## config.mk

```make
export PLATFORM = sky130hd
export DESIGN_NAME = ifft_bfly_pipe
export DESIGN_NICKNAME = d
export VERILOG_FILES = /design/src/rtl/fft_pkg.sv /design/src/rtl/cmul_conj.sv /design/src/rtl/ifft_bfly_pipe.sv
export SDC_FILE = /design/constraint.sdc
export NUM_CORES = 2
export LEC_CHECK = 0
export CAP_MARGIN = 25
export CORE_MARGIN = 3
export CORE_UTILIZATION = 40
export DETAILED_ROUTE_END_ITERATION = 16
export SLEW_MARGIN = 30
export SYNTH_ARGS = -nofsm -noshare
export SYNTH_HDL_FRONTEND = slang
export SYNTH_HIERARCHICAL = 1
export SYNTH_SLANG_ARGS = --single-unit
```

## constraint.sdc

```tcl
create_clock -name clk -period 7.4 [get_ports clk]
set_input_delay 1.48 -clock clk [delete_from_list [all_inputs] [get_ports clk]]
set_output_delay 1.48 -clock clk [all_outputs]
set_load 0.05 [all_outputs]
```

## src/rtl/fft_pkg.sv

```systemverilog
// rtl/fft_pkg.sv - shared fixed-point and complex-word constants for the FFT datapath
package fft_pkg;

  localparam int FIX_BIT = 7;
  localparam int BITS    = 16;
  localparam int CPLX_W  = 2 * BITS;

  // Field index within a complex word: field k occupies [k*bits +: bits]
  localparam int RE_FIELD = 0;
  localparam int IM_FIELD = 1;

endpackage

```

## src/rtl/cmul_conj.sv

```systemverilog
// rtl/cmul_conj.sv - full-precision complex product a * conj(b), combinational
module cmul_conj
  import fft_pkg::*;
#(
  parameter int a_w = BITS + 1,
  parameter int b_w = BITS
) (
  input  logic signed [a_w-1:0]   a_re,
  input  logic signed [a_w-1:0]   a_im,
  input  logic signed [b_w-1:0]   b_re,
  input  logic signed [b_w-1:0]   b_im,
  output logic signed [a_w+b_w:0] p_re,
  output logic signed [a_w+b_w:0] p_im
);

  localparam int PW = a_w + b_w + 1;

  logic signed [PW-1:0] ar, ai, br, bi;

  assign ar = PW'(a_re);
  assign ai = PW'(a_im);
  assign br = PW'(b_re);
  assign bi = PW'(b_im);

  // (ar + j*ai) * (br - j*bi); true result always fits in PW bits
  assign p_re = (ar * br) + (ai * bi);
  assign p_im = (ai * br) - (ar * bi);

endmodule

```

## src/rtl/ifft_bfly_pipe.sv

```systemverilog
// rtl/ifft_bfly_pipe.sv - 3-stage scaled DIF inverse butterfly with conjugate twiddle
module ifft_bfly_pipe
  import fft_pkg::*;
#(
  parameter int fix_bit = FIX_BIT,
  parameter int bits    = BITS
) (
  input  logic              clk,
  input  logic              rst_n,
  input  logic              in_valid,
  output logic              in_ready,
  input  logic [2*bits-1:0] In0,
  input  logic [2*bits-1:0] In1,
  input  logic [2*bits-1:0] In_twiddle,
  output logic              out_valid,
  input  logic              out_ready,
  output logic [2*bits-1:0] Out0,
  output logic [2*bits-1:0] Out1,
  output logic              out_sat
);

  localparam int DW = bits + 1;
  localparam int PW = 2 * bits + 2;
  localparam logic signed [PW-1:0] MAX_V = $signed({{(PW-bits+1){1'b0}}, {(bits-1){1'b1}}});
  localparam logic signed [PW-1:0] MIN_V = ~MAX_V;

  // Returns {clamped, value}: floor shift by fix_bit+1 then clamp to bits
  function automatic logic [bits:0] sat_shift(input logic signed [PW-1:0] v);
    logic signed [PW-1:0] sh;
    sh = v >>> (fix_bit + 1);
    if (sh > MAX_V)      return {1'b1, 1'b0, {(bits-1){1'b1}}};
    else if (sh < MIN_V) return {1'b1, 1'b1, {(bits-1){1'b0}}};
    else                 return {1'b0, bits'(sh)};
  endfunction

  logic en;
  assign en       = !out_valid || out_ready;
  assign in_ready = en;

  logic signed [bits-1:0] x0_re, x0_im, x1_re, x1_im, w_re, w_im;
  assign x0_re = In0[RE_FIELD*bits +: bits];
  assign x0_im = In0[IM_FIELD*bits +: bits];
  assign x1_re = In1[RE_FIELD*bits +: bits];
  assign x1_im = In1[IM_FIELD*bits +: bits];

  // Stage 1: widened sum/difference
  logic                 s1_valid;
  logic signed [DW-1:0] s1_s_re, s1_s_im, s1_d_re, s1_d_im;
  logic [2*bits-1:0]    s1_w;

  always_ff @(posedge clk or negedge rst_n) begin
    if (!rst_n) begin
      s1_valid <= 1'b0;
      s1_s_re  <= '0;
      s1_s_im  <= '0;
      s1_d_re  <= '0;
      s1_d_im  <= '0;
      s1_w     <= '0;
    end else if (en) begin
      s1_valid <= in_valid;
      s1_s_re  <= {x0_re[bits-1], x0_re} + {x1_re[bits-1], x1_re};
      s1_s_im  <= {x0_im[bits-1], x0_im} + {x1_im[bits-1], x1_im};
      s1_d_re  <= {x0_re[bits-1], x0_re} - {x1_re[bits-1], x1_re};
      s1_d_im  <= {x0_im[bits-1], x0_im} - {x1_im[bits-1], x1_im};
      s1_w     <= In_twiddle;
    end
  end

  // Stage 2: halve the sum, conjugate-multiply the difference
  assign w_re = s1_w[RE_FIELD*bits +: bits];
  assign w_im = s1_w[IM_FIELD*bits +: bits];

  logic signed [PW-1:0] prod_re, prod_im;

  cmul_conj #(
    .a_w(DW),
    .b_w(bits)
  ) u_cmul_conj (
    .a_re(s1_d_re),
    .a_im(s1_d_im),
    .b_re(w_re),
    .b_im(w_im),
    .p_re(prod_re),
    .p_im(prod_im)
  );

  logic [2*bits-1:0] a_word;
  always_comb begin
    a_word = '0;
    a_word[RE_FIELD*bits +: bits] = bits'(s1_s_re >>> 1);
    a_word[IM_FIELD*bits +: bits] = bits'(s1_s_im >>> 1);
  end

  logic                 s2_valid;
  logic [2*bits-1:0]    s2_a;
  logic signed [PW-1:0] s2_br, s2_bi;

  always_ff @(posedge clk or negedge rst_n) begin
    if (!rst_n) begin
      s2_valid <= 1'b0;
      s2_a     <= '0;
      s2_br    <= '0;
      s2_bi    <= '0;
    end else if (en) begin
      s2_valid <= s1_valid;
      s2_a     <= a_word;
      s2_br    <= prod_re;
      s2_bi    <= prod_im;
    end
  end

  // Stage 3: rescale, saturate, register outputs
  logic [bits:0]     br_res, bi_res;
  logic [2*bits-1:0] b_word;
  logic              b_sat;

  always_comb begin
    br_res = sat_shift(s2_br);
    bi_res = sat_shift(s2_bi);
    b_word = '0;
    b_word[RE_FIELD*bits +: bits] = br_res[bits-1:0];
    b_word[IM_FIELD*bits +: bits] = bi_res[bits-1:0];
    b_sat  = br_res[bits] | bi_res[bits];
  end

  always_ff @(posedge clk or negedge rst_n) begin
    if (!rst_n) begin
      out_valid <= 1'b0;
      Out0      <= '0;
      Out1      <= '0;
      out_sat   <= 1'b0;
    end else if (en) begin
      out_valid <= s2_valid;
      Out0      <= s2_a;
      Out1      <= b_word;
      out_sat   <= b_sat;
    end
  end

endmodule

```

==> results_tabular.tex <==
\begin{tabular}{lr}
\hline
Metric & Value \\
\hline
\multicolumn{2}{l}{\textbf{Run status}} \\
Result of the run & complete, but fails checks \\
Violated checks & setup timing \\
\multicolumn{2}{l}{\textbf{Setup path}} \\
Launching element type of the critical path & flip-flop \\
Cell type group with the largest total delay on the critical path & adder cells \\
CP required & 7.96 ns \\
WP depth & 33 \\
Worst stage delay on the critical path & 0.57 ns \\
Most numerous cell on the critical path & sky130\_fd\_sc\_hd\_\_fa\_1 \\
Library cell contributing the largest single delay on the critical path & sky130\_fd\_sc\_hd\_\_fa\_1 \\
Crit Path Max Fanout & 6 \\
Setup Crit Path Kind & reg2reg \\
Worst Reg-to-Reg Cells & 33 \\
Buffers plus inverters on the worst setup path & 10 \\
Kind of capture point of the worst setup path & flip-flop \\
Arrival time at the worst endpoint & 8.17 ns \\
\multicolumn{2}{l}{\textbf{Routing}} \\
Initial DRT Pass Iterations & 6 \\
Average via count per standard cell & 4.97 \\
WL/cell & 18.4 microns \\
Iteration-0 DRC count of the detailed router & 2,727 \\
Final routed wirelength across all metal layers & 159,000 microns \\
Antenna-violating nets left & 0 \\
Via count & 43,000 \\
Count of unresolved DRC violations after routing & 0 \\
\multicolumn{2}{l}{\textbf{Yosys}} \\
Total of warnings raised by yosys & 6 \\
Post-Syn Area & 55,600 sq um \\
Cell count after synthesis & 6,259 \\
Post-synthesis average cell area & 8.89 sq um \\
Synthesized Nets & 7,947 \\
\multicolumn{2}{l}{\textbf{Timing}} \\
Final worst slack & -0.211 ns \\
Setup clock skew after layout & 0.0320 ns \\
Fin Setup TNS & -0.933 ns \\
Worst-Margin Slew & 1.03 ns \\
Final number of setup-violating endpoints & 8 \\
Share of the cycle needed by the critical path after routing & 103\% \\
Fin. Hold Viols & 0 \\
Final min period & 7.61 ns \\
Pins over their slew limit & 0 \\
Unrepaired setup endpoints after global routing & yes \\
Max-Slew Margin vs Limit & 31.2\% \\
Max Fclk & 0.131 GHz \\
\multicolumn{2}{l}{\textbf{Die}} \\
Area of the die & 144,000 sq um \\
Die Ht & 379 microns \\
Area of the core region & 138,000 sq um \\
Starting Density & 40.4\% \\
Row count & 136 \\
Ports placed on the boundary & 167 \\
Horizontal die dimension & 379 microns \\
\multicolumn{2}{l}{\textbf{Clock tree}} \\
TritonCTS clock tree & yes \\
Total clock buffers created by CTS & 30 \\
Clock-pin slew on the worst setup and hold paths & 0.07 ns \\
Post-CTS Hold Buffers & 0 \\
Clock Latency Late Sink & 0.65 ns \\
Clock Sinks & 250 \\
Maximum buffer depth of the clock tree & 3 \\
Clk root buf & sky130\_fd\_sc\_hd\_\_clkbuf\_16 \\
Number of levels the H-tree was split into & 1 \\
\multicolumn{2}{l}{\textbf{Final layout}} \\
Fraction of final layout cells sized beyond drive strength 1 & 13.8\% \\
Net total in the final layout & 8,524 \\
Fill count & 13,000 \\
Leading cell type in the layout, fill and taps excluded & sky130\_fd\_sc\_hd\_\_inv\_1 \\
Commonest non-fill, non-tap cells in the layout & sky130\_fd\_sc\_hd\_\_inv\_1 (1,327), sky130\_fd\_sc\_hd\_\_nand2\_1 (1,192), sky130\_fd\_sc\_hd\_\_fa\_1 (1,156), sky130\_fd\_sc\_hd\_\_buf\_4 (544), sky130\_fd\_sc\_hd\_\_and2\_1 (408) \\
Util after Layout & 48.5\% \\
Growth of design area from synthesis to finish & 20.1\% \\
Final Instance Count excl. Fillers & 8,651 \\
\multicolumn{2}{l}{\textbf{Flow run}} \\
\# Max-Cap Violations & 0 \\
\multicolumn{2}{l}{\textbf{Placement}} \\
Routability congestion estimate from global placement & 0.910 \\
Count of input and output buffers & 166 \\
Placed cell count & 8,528 \\
Setup slack at placement & -0.438 ns \\
Post-detail-place hpwl & 133,000 microns \\
\multicolumn{2}{l}{\textbf{Min path}} \\
Class of the most critical hold timing path & reg2reg \\
Cell count of the worst hold path & 2 \\
\multicolumn{2}{l}{\textbf{Global routing}} \\
Maximum number of pins on one net before global-route repair & 107 \\
First-pass GRT wire length & 253,000 microns \\
Global route total overflow & 0 \\
Total track usage & 22.5\% \\
Vias in the first global route & 45,900 \\
Initial antenna violation count & 7 \\
\hline
\end{tabular}
## routing by layer
| layer | vias to the layer above | GRT usage, % | routed length, microns |
|---|---|---|---|
| li1 | 19700 | - | - |
| met1 | 21900 | 29.8 | 67900 |
| met2 | 1120 | 37.2 | 75100 |
| met3 | 248 | 3.34 | 8590 |
| met4 | 4 | 8.58 | 7530 |
| met5 | - | 0 | 27 |
## state kept, by name (all words and copies together) (netlist names)
name / cells
Out0: 32
Out1: 32
out_sat: 1
out_valid: 1
s1_d_im: 17
s1_d_re: 17
s1_s_im: 16
s1_s_re: 16
s1_valid: 1
s1_w: 32
s2_a: 32
s2_bi: 26
s2_br: 26
s2_valid: 1
## worst reg2reg max path: cells and delay by family, from the launching register on
kind                       cells  cell delay, ns
and+or+nand+nor                7            1.02
adders and majority gates      8            3.58
AOI/OAI and AO/OA              6            1.33
buffers and inverters         10            0.96
xor gates and xnor gates       2            0.22
DFF                            1            0.43
## path summary, 6_finish.rpt
| kind | start | endpoint | slack (ns) |
|---|---|---|---|
| setup / recovery | s1_w[20]$_DFFE_PN0P_ | s2_bi[30]$_DFFE_PN0P_ | -0.21 |
| hold / removal | s2_a[27]$_DFFE_PN0P_ | s2_a[27]$_DFFE_PN0P_ | 0.46 |
| setup reg to reg | s1_w[20]$_DFFE_PN0P_ | s2_bi[30]$_DFFE_PN0P_ | -0.21 |
| hold reg to reg | s2_a[27]$_DFFE_PN0P_ | s2_a[27]$_DFFE_PN0P_ | 0.46 |
| max in group asynchronous | rst_n | s2_br[12]$_DFFE_PN0P_ | 5.17 |
| min in group asynchronous | rst_n | s2_bi[10]$_DFFE_PN0P_ | 0.77 |
## cell type report
type                            count  area, sq um  area share, %
Multi-Input combinational cell   4368        44300           66.3
Timing Repair Buffer              834         7980           11.9
Sequential cell                   250         6270           9.37
Inverter                         1352         5080           7.60
Tap cell                         1794         2240           3.36
Clock buffer                       38          801           1.20
Clock inverter                     12          135          0.202
Antenna cell                        3         7.51         0.0112
## timing repair
| action | 4_1_cts | 5_1_grt |
|---|---|---|
| pin swaps | 80 | 111 |
| buffers inserted | 28 | 41 |
| setup endpoints to repair | 25 | 31 |
| resized for setup | 140 | 140 |
| cloned | 0 | 1 |
## through the flow
| stage | hold slack, ns | cell area, sq um |
|---|---|---|
| detailed placement | 0.455 | 64000 |
| global route | 0.487 | 66800 |
| finish | 0.465 | 66800 |
| floorplan | 0.430 | 55700 |
| global placement | 0.449 | 63900 |
| CTS | 0.469 | 65800 |
Power is left out: the tool's default activity adds up to more than one toggle a clock period on the data nets, which glitch-free logic cannot reach.
